[src/rtl/uart_rx_par.sv]
// 16x-oversampled UART receiver: start, DBIT data (LSB first), even parity, stop.
// Define UART_RX_PARITY_EN to include the parity bit; otherwise parity_err is 0.
module uart_rx_par #(
  parameter int DBIT    = 8,
  parameter int SB_TICK = 16
) (
  input  logic       clk,
  input  logic       reset_n,
  input  logic       s_tick,
  input  logic       rx,
  output logic [7:0] dout,
  output logic       rx_done_tick,
  output logic       parity_err,
  output logic       frame_err
);

  localparam int SW = (SB_TICK > 16) ? 5 : 4;
  localparam logic [SW-1:0] S_MID  = SW'(7);
  localparam logic [SW-1:0] S_LAST = SW'(15);
  localparam logic [SW-1:0] S_STOP = SW'(SB_TICK - 1);
  localparam logic [2:0]    N_LAST = 3'(DBIT - 1);
  localparam logic [7:0]    MASK   = 8'((1 << DBIT) - 1);

  typedef enum logic [2:0] {
    IDLE,
    START,
    DATA,
    PARITY,
    STOP
  } state_t;

  state_t          state;
  logic [SW-1:0]   s;
  logic [2:0]      n;
  logic [7:0]      b;
  logic            rx_q;
  logic            rx_s;
  logic            rx_d;
  logic            ferr_q;
  logic            done_pend;
`ifdef UART_RX_PARITY_EN
  logic            p;
  logic            perr_q;
`endif

  always_ff @(posedge clk or negedge reset_n) begin
    if (!reset_n) begin
      rx_q <= 1'b1;
      rx_s <= 1'b1;
      rx_d <= 1'b1;
    end else begin
      rx_q <= rx;
      rx_s <= rx_q;
      rx_d <= rx_s;
    end
  end

  // Status is captured at the stop sample and published one edge later
  always_ff @(posedge clk or negedge reset_n) begin
    if (!reset_n) begin
      state        <= IDLE;
      s            <= '0;
      n            <= '0;
      b            <= '0;
      ferr_q       <= 1'b0;
      done_pend    <= 1'b0;
      dout         <= '0;
      rx_done_tick <= 1'b0;
      frame_err    <= 1'b0;
`ifdef UART_RX_PARITY_EN
      p            <= 1'b0;
      perr_q       <= 1'b0;
      parity_err   <= 1'b0;
`endif
    end else begin
      rx_done_tick <= done_pend;
      done_pend    <= 1'b0;
      if (done_pend) begin
        dout      <= b & MASK;
        frame_err <= ferr_q;
`ifdef UART_RX_PARITY_EN
        parity_err <= perr_q;
`endif
      end
      case (state)
        IDLE: begin
          if (rx_d && !rx_s) begin
            state <= START;
            s     <= '0;
`ifdef UART_RX_PARITY_EN
            p     <= 1'b0;
`endif
          end
        end
        START: begin
          if (s_tick) begin
            if (s == S_MID) begin
              if (!rx_s) begin
                state <= DATA;
                s     <= '0;
                n     <= '0;
              end else begin
                state <= IDLE;
              end
            end else begin
              s <= s + 1'b1;
            end
          end
        end
        DATA: begin
          if (s_tick) begin
            if (s == S_LAST) begin
              s <= '0;
              b <= (b >> 1) | (8'(rx_s) << (DBIT - 1));
`ifdef UART_RX_PARITY_EN
              p <= p ^ rx_s;
`endif
              if (n == N_LAST) begin
`ifdef UART_RX_PARITY_EN
                state <= PARITY;
`else
                state <= STOP;
`endif
              end else begin
                n <= n + 3'd1;
              end
            end else begin
              s <= s + 1'b1;
            end
          end
        end
`ifdef UART_RX_PARITY_EN
        PARITY: begin
          if (s_tick) begin
            if (s == S_LAST) begin
              perr_q <= p ^ rx_s;
              s      <= '0;
              state  <= STOP;
            end else begin
              s <= s + 1'b1;
            end
          end
        end
`endif
        STOP: begin
          if (s_tick) begin
            if (s == S_STOP) begin
              ferr_q    <= !rx_s;
              done_pend <= 1'b1;
              state     <= IDLE;
            end else begin
              s <= s + 1'b1;
            end
          end
        end
        default: begin
          state <= IDLE;
          s     <= '0;
          n     <= '0;
          b     <= '0;
`ifdef UART_RX_PARITY_EN
          p     <= 1'b0;
`endif
        end
      endcase
    end
  end

`ifndef UART_RX_PARITY_EN
  assign parity_err = 1'b0;
`endif

endmodule
[config.mk]
export PLATFORM = sky130hd
export DESIGN_NAME = uart_rx_par
export DESIGN_NICKNAME = d
export VERILOG_FILES = /design/src/rtl/uart_rx_par.sv
export SDC_FILE = /design/constraint.sdc
export NUM_CORES = 1
export LEC_CHECK = 0
export CAP_MARGIN = 15
export CORE_UTILIZATION = 51
export DETAILED_ROUTE_END_ITERATION = 10
export PLACE_DENSITY = 0.76
export RECOVER_POWER = 50
export SLEW_MARGIN = 10
export SYNTH_ARGS = -nofsm -noshare
export SYNTH_HDL_FRONTEND = slang
export SYNTH_SLANG_ARGS = --single-unit
[constraint.sdc]
create_clock -name clk -period 1.8 [get_ports clk]
set_clock_uncertainty 0.15 [all_clocks]
set_input_delay 0.45 -clock clk [delete_from_list [all_inputs] [get_ports clk]]
set_output_delay 0.45 -clock clk [all_outputs]
set_load 0.03 [all_outputs]
==> results of run 1 <==
[cell families after synthesis]
kind of cell / share of synthesized area (%)
flops: 47.9
mux: 9.97
other cells: 0.217
buf+inv: 5.56
simple gates: 16.2
xor+xnor: 0.506
compound gates: 17.5
fa+ha+maj: 2.17
[worst max-delay path: stages, from the launching register on]
cell	delay, ns
dfrtp_2	0.46
buf_12	0.15
nor3b_4	0.20
nand3b_1	0.22
o211ai_1	0.14
a221o_1	0.38
[layout by cell type (no fill, tap or decap), drive strengths merged, types with 4 or more instances in the layout]
cell          n
buf          27
dfrtp        30
nand3         5
dlygate4sd2  10
nor2b         4
nand2        13
o21ai        16
a22oi         9
clkbuf        8
nor3b         4
mux2         12
inv           5
[synth_stat cells (4+ instances only)]
master    n
nand2_1  13
nand3_1   4
inv_1     5
dfrtp_1  30
buf_6     5
o21ai_1  13
mux2_2    9
a22oi_1   9
[where the power goes]
part	internal [mW]	total (mW)	switching, mW
combinational	0.549	1.04	0.491
clock	0.149	0.401	0.252
sequential	0.858	1.01	0.148
[repair_timing]
| action | in CTS | in global routing |
|---|---|---|
| cloned | 0 | 1 |
| pin swaps | 1 | 6 |
| gates resized for setup | 14 | 22 |
| endpoints found under the setup margin | 14 | 15 |
| setup buffers | 2 | 10 |
[stage by stage]
stage          cell area, µm²  worst slack, ns  utilization, %  TNS, ns
6_report                 2240          -0.0346            71.5  -0.0468
5_1_grt                  2240           -0.109            71.5   -0.440
4_1_cts                  2060         0.000181            65.8        0
3_5_place_dp             2000           -0.366            63.8    -5.73
3_3_place_gp             2000           -0.302            63.8    -4.55
2_1_floorplan            1730           0.0528               -        0
[per-layer routing]
layer	vias to the layer above	routed length [µm]
li1	634	-
met1	677	1620
met2	45	1940
met3	8	195
met4	0	55
met5	-	0
[worst paths after layout]
check	from	endpoint	slack, ns	cells after the start
setup reg to reg	state[2]$_DFFE_PN0P_	s[2]$_DFFE_PN0P_	-0.03	5
hold / removal	rx_q$_DFF_PN1_	rx_s$_DFF_PN1_	0.21	0
hold reg to reg	rx_q$_DFF_PN1_	rx_s$_DFF_PN1_	0.21	0
setup / recovery	state[2]$_DFFE_PN0P_	s[2]$_DFFE_PN0P_	-0.03	5
max in group asynchronous	reset_n	state[1]$_DFFE_PN0P_	0.38	2
min in group asynchronous	reset_n	b[6]$_DFFE_PN0P_	0.58	2
[flip-flops by register name, indices dropped and copies added (netlist names)]
signal	cells
b	8
done_pend	1
dout	8
ferr_q	1
frame_err	1
n	3
rx_d	1
rx_done_tick	1
rx_q	1
rx_s	1
s	4
state	3
[cell type report]
class	count	area [µm²]	area share, %
multi-input cells	105	888	39.7
inverters	5	18.8	0.839
repair buffers	42	389	17.4
clock buffers	6	41.3	1.85
clock inverters	2	10.0	0.448
flip-flops and latches	33	833	37.3
well taps	44	55.1	2.46
==> results.py, run 1 <==
metrics = {
    "worst_setup_path": {
        "cp-start-kind": "register",
        "crit_arrival_ns": 1.90,
        "critPathCaptureType": "register",
        "critPathMaxFanout": 8,
        "path_class": "reg -> reg",
        "crit_required_ns": 1.87,
    },
    "global_route": {
        "grt_util_met1_pct": 27.6,
        "grt_pass1_vias": 1297,
        "use_met2_pct": 35.2,
        "grt_pass1_wl_mm": 5.85,
        "grt_busiest_layer": "met2",
        "use_met3_pct": 6.71,
        "gr-usage-all-layers_pct": 22.3,
        "antenna_found_initial": 0,
        "gr-total-overflow": 0,
        "grt_max_degree": 34,
    },
    "yosys": {
        "synth_seq_cells": 33,
        "synth_flop_cell": "dfrtp_1",
        "synth.net_count": 159,
        "netlist_instances": 152,
        "syn-cell-area_um2": 1730,
        "syn_avg_cell_area_um2": 11.4,
        "async_flop_share_pct": 100,
        "yosysSeqAreaShare_pct": 47.9,
        "synth_top_area_share_pct": 43.4,
        "yosys.area.top_type": "dfrtp_1",
        "yosysWarnings": 0,
        "ys_types": 48,
        "synthTopCellsByArea": "dfrtp_1, mux2_2, dfstp_2, a22oi_1, o21ai_1",
        "synth_edf_count": 0,
    },
    "detailed_routing": {
        "wl_per_cell_um": 16.1,
        "first_pass_iters": 4,
        "vias": 1364,
        "vias_per_cell": 5.76,
        "drtAntennaViolNets": 0,
        "first_iter_violations": 68,
        "drt_wl_total_mm": 3.81,
        "drc": 0,
    },
    "clocking": {
        "cts.clk_slew.worst_paths_ns": 0.12,
        "clockBufferDepth": 2,
        "cts_buffers": 5,
        "cts_tree": "yes",
        "hold_buffers": 0,
        "htreeDepth": 2,
        "cts_sinks": 33,
        "clock_latency_ns": 0.34,
        "cts_root_buf": "clkbuf_4",
    },
    "sta": {
        "post-route-period-util_pct": 102,
        "hold_viol_final": 0,
        "hold_ws_ns": 0.213,
        "worstMarginPinSlew_ns": 0.796,
        "maxSlewHeadroom_pct": 47.0,
        "drv_slew": 0,
        "period_needed_ns": 1.83,
        "clock.fmax_mhz": 545,
        "worst_slack_ns": -0.0346,
        "rsz0062_at_grt": "true",
        "setup_viol_count_final": 3,
    },
    "cells_and_area": {
        "syn_to_final_growth_pct": 29.1,
        "fillerInstances": 235,
        "nNetsFinal": 199,
        "diodes": 0,
        "final_cells": 237,
        "drive_gt1_share_pct": 40.4,
    },
    "floorplan": {
        "start_util_pct": 55.4,
        "die_w_um": 60.3,
        "num_rows": 20,
        "design.core.area_um2": 3130,
        "dieArea_um2": 3630,
        "die_h_um": 60.3,
        "num_io_pins": 15,
    },
    "placement": {
        "io_buffers": 13,
        "gp_congestion": 0.861,
        "numPlacedInstances": 216,
        "dp_hpwl_mm": 2.34,
    },
    "power": {
        "p_total_mw": 2.45,
        "p_per_area_nw_per_um2": 1090,
        "vdd_drop_max_uv": 643,
        "leakage_nw": 1.06,
    },
    "outcome": {
        "status": "finished with violations",
        "violations": "negative setup slack",
    },
    "flow_run": {
        "max-cap-violations": 0,
    },
    "worst_hold_path": {
        "hold_class": "reg -> reg",
    },
}
Power figures use the tool's default switching activity.
==> run 2, diff against run 1 <==
--- a/config.mk
+++ b/config.mk
@@ -10,6 +10,7 @@
 export DETAILED_ROUTE_END_ITERATION = 10
 export PLACE_DENSITY = 0.76
 export RECOVER_POWER = 50
+export SETUP_SLACK_MARGIN = 0.4
 export SLEW_MARGIN = 10
 export SYNTH_ARGS = -nofsm -noshare
 export SYNTH_HDL_FRONTEND = slang
==> results.py, run 2 (synthesis gave the netlist of run 1 again) <==
metrics = {
    "placement": {
        "io_buffers": 13,
        "placed_area_um2": 2020,
        "numPlacedInstances": 215,
        "dp_hpwl_mm": 2.38,
        "dp_slack_ns": -0.327,
        "gp_congestion": 0.862,
    },
    "floorplan": {
        "dieArea_um2": 3630,
        "num_io_pins": 15,
        "die_h_um": 60.3,
        "start_util_pct": 55.4,
        "num_rows": 20,
        "die_w_um": 60.3,
        "design.core.area_um2": 3130,
    },
    "cells_and_area": {
        "final_area_um2": 2400,
        "drive_gt1_share_pct": 53.1,
        "syn_to_final_growth_pct": 38.7,
        "final_common_cell": "buf_4",
        "fin_util_pct": 76.8,
        "final_cell_mix": "buf_4, dfrtp_1, buf_6, o21ai_1, nand2_1",
        "final_cells": 253,
        "reg.largest.list": "b x8, dout x8, s x4",
        "nNetsFinal": 215,
        "diodes": 0,
    },
    "sta": {
        "post-route-period-util_pct": 99.4,
        "tns_ns": 0,
        "drv_slew": 0,
        "clock.fmax_mhz": 559,
        "hold_ws_ns": 0.213,
        "setup_viol_count_final": 0,
        "worst_slack_ns": 0.0114,
        "rsz0062_at_grt": "true",
        "worstMarginPinSlew_ns": 0.791,
        "maxSlewHeadroom_pct": 47.3,
        "hold_viol_final": 0,
        "period_needed_ns": 1.79,
    },
    "detailed_routing": {
        "first_pass_iters": 5,
        "vias": 1429,
        "first_iter_violations": 38,
        "drc": 0,
        "drtAntennaViolNets": 0,
        "wl_per_cell_um": 16.0,
        "drt_wl_total_mm": 4.04,
        "vias_per_cell": 5.65,
    },
    "clocking": {
        "cts.clk_slew.worst_paths_ns": 0.09,
        "cts_buffers": 5,
        "clockBufferDepth": 2,
        "cts_sinks": 33,
        "cts_tree": "yes",
        "cts_root_buf": "clkbuf_4",
        "clock_latency_ns": 0.34,
        "hold_buffers": 0,
        "htreeDepth": 2,
    },
    "worst_setup_path": {
        "r2r_start": "state[2]$_DFFE_PN0P_",
        "critPathCaptureType": "register",
        "crit_start": "state[2]$_DFFE_PN0P_",
        "crit_arrival_ns": 1.86,
        "cp-start-kind": "register",
        "critPathMaxFanout": 6,
        "crit_required_ns": 1.88,
        "path_class": "reg -> reg",
    },
    "flow_run": {
        "max-cap-violations": 0,
    },
    "power": {
        "p_switching_mw": 0.927,
        "p_per_area_nw_per_um2": 1060,
        "swShare_pct": 36.3,
        "leakage_nw": 1.11,
        "seq_power_share_pct": 40.6,
        "p_comb_share_pct": 43.8,
        "vdd_drop_max_uv": 644,
        "clockPowerShare_pct": 15.6,
        "p_total_mw": 2.55,
        "intPower_mw": 1.62,
    },
    "global_route": {
        "antenna_found_initial": 0,
        "gr-total-overflow": 0,
        "grt_pass1_vias": 1391,
        "gr-usage-all-layers_pct": 25.3,
        "grt_max_degree": 34,
        "grt_pass1_wl_mm": 6.51,
    },
    "outcome": {
        "status": "completed",
    },
    "worst_hold_path": {
        "hold_class": "reg -> reg",
        "min-delay-start": "rx_q$_DFF_PN1_",
    },
}
[run 2: worst paths after layout]
check | cells past startpoint | endpoint | slack, ns
max | 5 | state[0]$_DFFE_PN0P_ | 0.01
min | 0 | rx_s$_DFF_PN1_ | 0.21
max reg2reg | 5 | state[0]$_DFFE_PN0P_ | 0.01
min reg2reg | 0 | rx_s$_DFF_PN1_ | 0.21
max in group asynchronous | 2 | s[3]$_DFFE_PN0P_ | 0.40
min in group asynchronous | 2 | dout[1]$_DFFE_PN0P_ | 0.56
[run 2: critical path, cell delays in order, from the launching register on]
cell	delay, ns
dfrtp_2	0.43
buf_12	0.14
nor3b_4	0.20
nand3b_1	0.23
o211ai_2	0.19
mux2_4	0.33
[run 2: power groups by stage]
| stage | clock network [mW] | registers, mW | logic (mW) |
|---|---|---|---|
| after floorplan | 0 | 0.981 | 0.658 |
| after global routing | 0.440 | 1.05 | 1.21 |
| after global placement | 0 | 1.03 | 0.767 |
| after detailed placement | 0 | 1.04 | 0.809 |
| after CTS | 0.404 | 1.03 | 1.02 |
| final | 0.398 | 1.04 | 1.12 |
[run 2: final cells by class]
class,instances,area [µm²]
multi-input combinational,105,930
sequential,33,835
fill,201,726
timing repair buffer,58,513
tap,44,55.1
clock buffer,6,41.3
inverter,5,18.8
clock inverter,2,10.0
[run 2: timing repair]
action | 4_1_cts | 5_1_grt
endpoints found under the hold margin | 0 | 0
gates resized for setup | 86 | 12
pin swaps | 9 | 9
endpoints found under the setup margin | 30 | 30
buffers inserted | 24 | 6
[run 2: metal layers]
| layer | track usage [%] | wire length [µm] | share of wire [%] | vias to the layer above |
|---|---|---|---|---|
| li1 | - | - | - | 673 |
| met1 | 30.5 | 1680 | 42 | 706 |
| met2 | 41.4 | 2110 | 52 | 39 |
| met3 | 7.14 | 157 | 3.9 | 11 |
| met4 | 12.0 | 92 | 2.3 | 0 |
| met5 | 0 | 0 | 0 | - |
==> run 3, diff against run 2 <==
--- a/config.mk
+++ b/config.mk
@@ -6,9 +6,10 @@
 export NUM_CORES = 1
 export LEC_CHECK = 0
 export CAP_MARGIN = 15
-export CORE_UTILIZATION = 51
+export CORE_UTILIZATION = 53
+export CTS_BUF_LIST = sky130_fd_sc_hd__clkbuf_2
 export DETAILED_ROUTE_END_ITERATION = 10
-export PLACE_DENSITY = 0.76
+export PLACE_DENSITY = 0.78
 export RECOVER_POWER = 50
 export SETUP_SLACK_MARGIN = 0.4
 export SLEW_MARGIN = 10
==> results.py, run 3 (synthesis gave the netlist of run 1 again) <==
metrics = {
    "detailed_routing": {
        "drt_wl_total_mm": 3.87,
        "drc": 0,
        "vias": 1347,
        "vias_per_cell": 5.54,
        "first_pass_iters": 4,
        "first_iter_violations": 44,
        "wl_per_cell_um": 15.9,
        "drtAntennaViolNets": 0,
    },
    "cells_and_area": {
        "final_common_cell": "buf_4",
        "syn_to_final_growth_pct": 34.5,
        "final_cell_mix": "buf_4, dfrtp_1, o21ai_1, buf_6, nand2_1",
        "nNetsFinal": 205,
        "diodes": 0,
        "reg.largest.list": "b x8, dout x8, s x4",
        "drive_gt1_share_pct": 52.3,
        "final_cells": 243,
    },
    "floorplan": {
        "dieArea_um2": 3500,
        "num_rows": 20,
        "die_w_um": 59.2,
        "die_h_um": 59.2,
        "num_io_pins": 15,
        "start_util_pct": 56.3,
        "design.core.area_um2": 3080,
    },
    "outcome": {
        "status": "completed",
    },
    "global_route": {
        "grt_pass1_vias": 1327,
        "gr-usage-all-layers_pct": 23.5,
        "grt_max_degree": 34,
        "gr-total-overflow": 0,
        "antenna_found_initial": 0,
        "grt_pass1_wl_mm": 6.12,
    },
    "clocking": {
        "clockBufferDepth": 2,
        "cts.clk_slew.worst_paths_ns": 0.16,
        "cts_root_buf": "clkbuf_2",
        "cts_tree": "yes",
        "cts_buffers": 5,
        "cts_sinks": 33,
        "htreeDepth": 2,
        "clock_latency_ns": 0.35,
        "hold_buffers": 0,
    },
    "sta": {
        "hold_viol_final": 0,
        "maxSlewHeadroom_pct": 46.5,
        "post-route-period-util_pct": 98.9,
        "period_needed_ns": 1.78,
        "drv_slew": 0,
        "worstMarginPinSlew_ns": 0.803,
        "clock.fmax_mhz": 561,
        "rsz0062_at_grt": "true",
        "setup_viol_count_final": 0,
    },
    "worst_setup_path": {
        "critPathCaptureType": "register",
        "crit_required_ns": 1.92,
        "cp-start-kind": "register",
        "crit_arrival_ns": 1.90,
        "path_class": "reg -> reg",
        "critPathMaxFanout": 8,
    },
    "placement": {
        "gp_congestion": 0.823,
        "numPlacedInstances": 213,
        "dp_hpwl_mm": 2.37,
        "io_buffers": 13,
    },
    "worst_hold_path": {
        "hold_class": "reg -> reg",
    },
    "power": {
        "leakage_nw": 1.05,
        "p_per_area_nw_per_um2": 1050,
        "p_total_mw": 2.43,
        "vdd_drop_max_uv": 819,
    },
    "flow_run": {
        "max-cap-violations": 0,
    },
}
-- run 3: layout make-up --
class                           count  area, µm²
Fill cell                         219        749
Clock inverter                      2       10.0
Multi-Input combinational cell    105        936
Inverter                            5       18.8
Tap cell                           44       55.1
Sequential cell                    33        835
Timing Repair Buffer               48        444
Clock buffer                        6       30.0
-- run 3: what timing repair did --
item / in CTS / in global routing
gates resized for setup: 81 / 16
gates cloned: 0 / 1
endpoints found under the setup margin: 30 / 30
setup buffers: 13 / 8
pin swaps: 9 / 6
-- run 3: metal layers --
| layer | routed length, µm | vias up | global-route usage, % |
|---|---|---|---|
| li1 | - | 643 | - |
| met1 | 1650 | 660 | 29.9 |
| met2 | 2020 | 40 | 39.4 |
| met3 | 179 | 4 | 7.21 |
| met4 | 17 | 0 | 5.10 |
| met5 | 0 | - | 0 |
-- run 3: power breakdown --
part	internal, mW	switching (mW)
Clock	0.0978	0.230
Combinational	0.571	0.508
Sequential	0.860	0.168
Total	1.53	0.906
-- run 3: worst max-delay path, cell delays in order (launching register included) --
cell and delay (ns):
dfrtp_2 0.52, buf_4 0.21, nor2_2 0.11, nand3b_1 0.18, buf_4 0.19, buf_4 0.12
nand3_1 0.08, o2bb2ai_1 0.14
-- run 3: path summary, 6_finish.rpt --
path	startpoint	to	slack, ns	depth (start not counted)
worst max-delay path	state[1]$_DFFE_PN0P_	state[1]$_DFFE_PN0P_	0.02	7
worst min-delay path	rx_q$_DFF_PN1_	rx_s$_DFF_PN1_	0.22	0
worst max register to register	state[1]$_DFFE_PN0P_	state[1]$_DFFE_PN0P_	0.02	7
worst min register to register	rx_q$_DFF_PN1_	rx_s$_DFF_PN1_	0.22	0
max in group asynchronous	reset_n	s[3]$_DFFE_PN0P_	0.38	2
min in group asynchronous	reset_n	state[1]$_DFFE_PN0P_	0.54	2
-- run 3: metrics by stage --
| stage | setup TNS, ns | instance area [µm²] | worst slack [ns] | hold WS, ns | utilization, % |
|---|---|---|---|---|---|
| finish | 0 | 2330 | 0.0190 | 0.218 | 75.7 |
| global route | -0.0734 | 2330 | -0.0222 | 0.227 | 75.7 |
| CTS | 0 | 2220 | 0.0614 | 0.221 | 72.2 |
| detailed placement | -5.38 | 2020 | -0.374 | 0.197 | 65.5 |
| global placement | -4.04 | 2020 | -0.272 | 0.199 | 65.5 |
| floorplan | 0 | 1790 | 0.123 | 0.00441 | - |
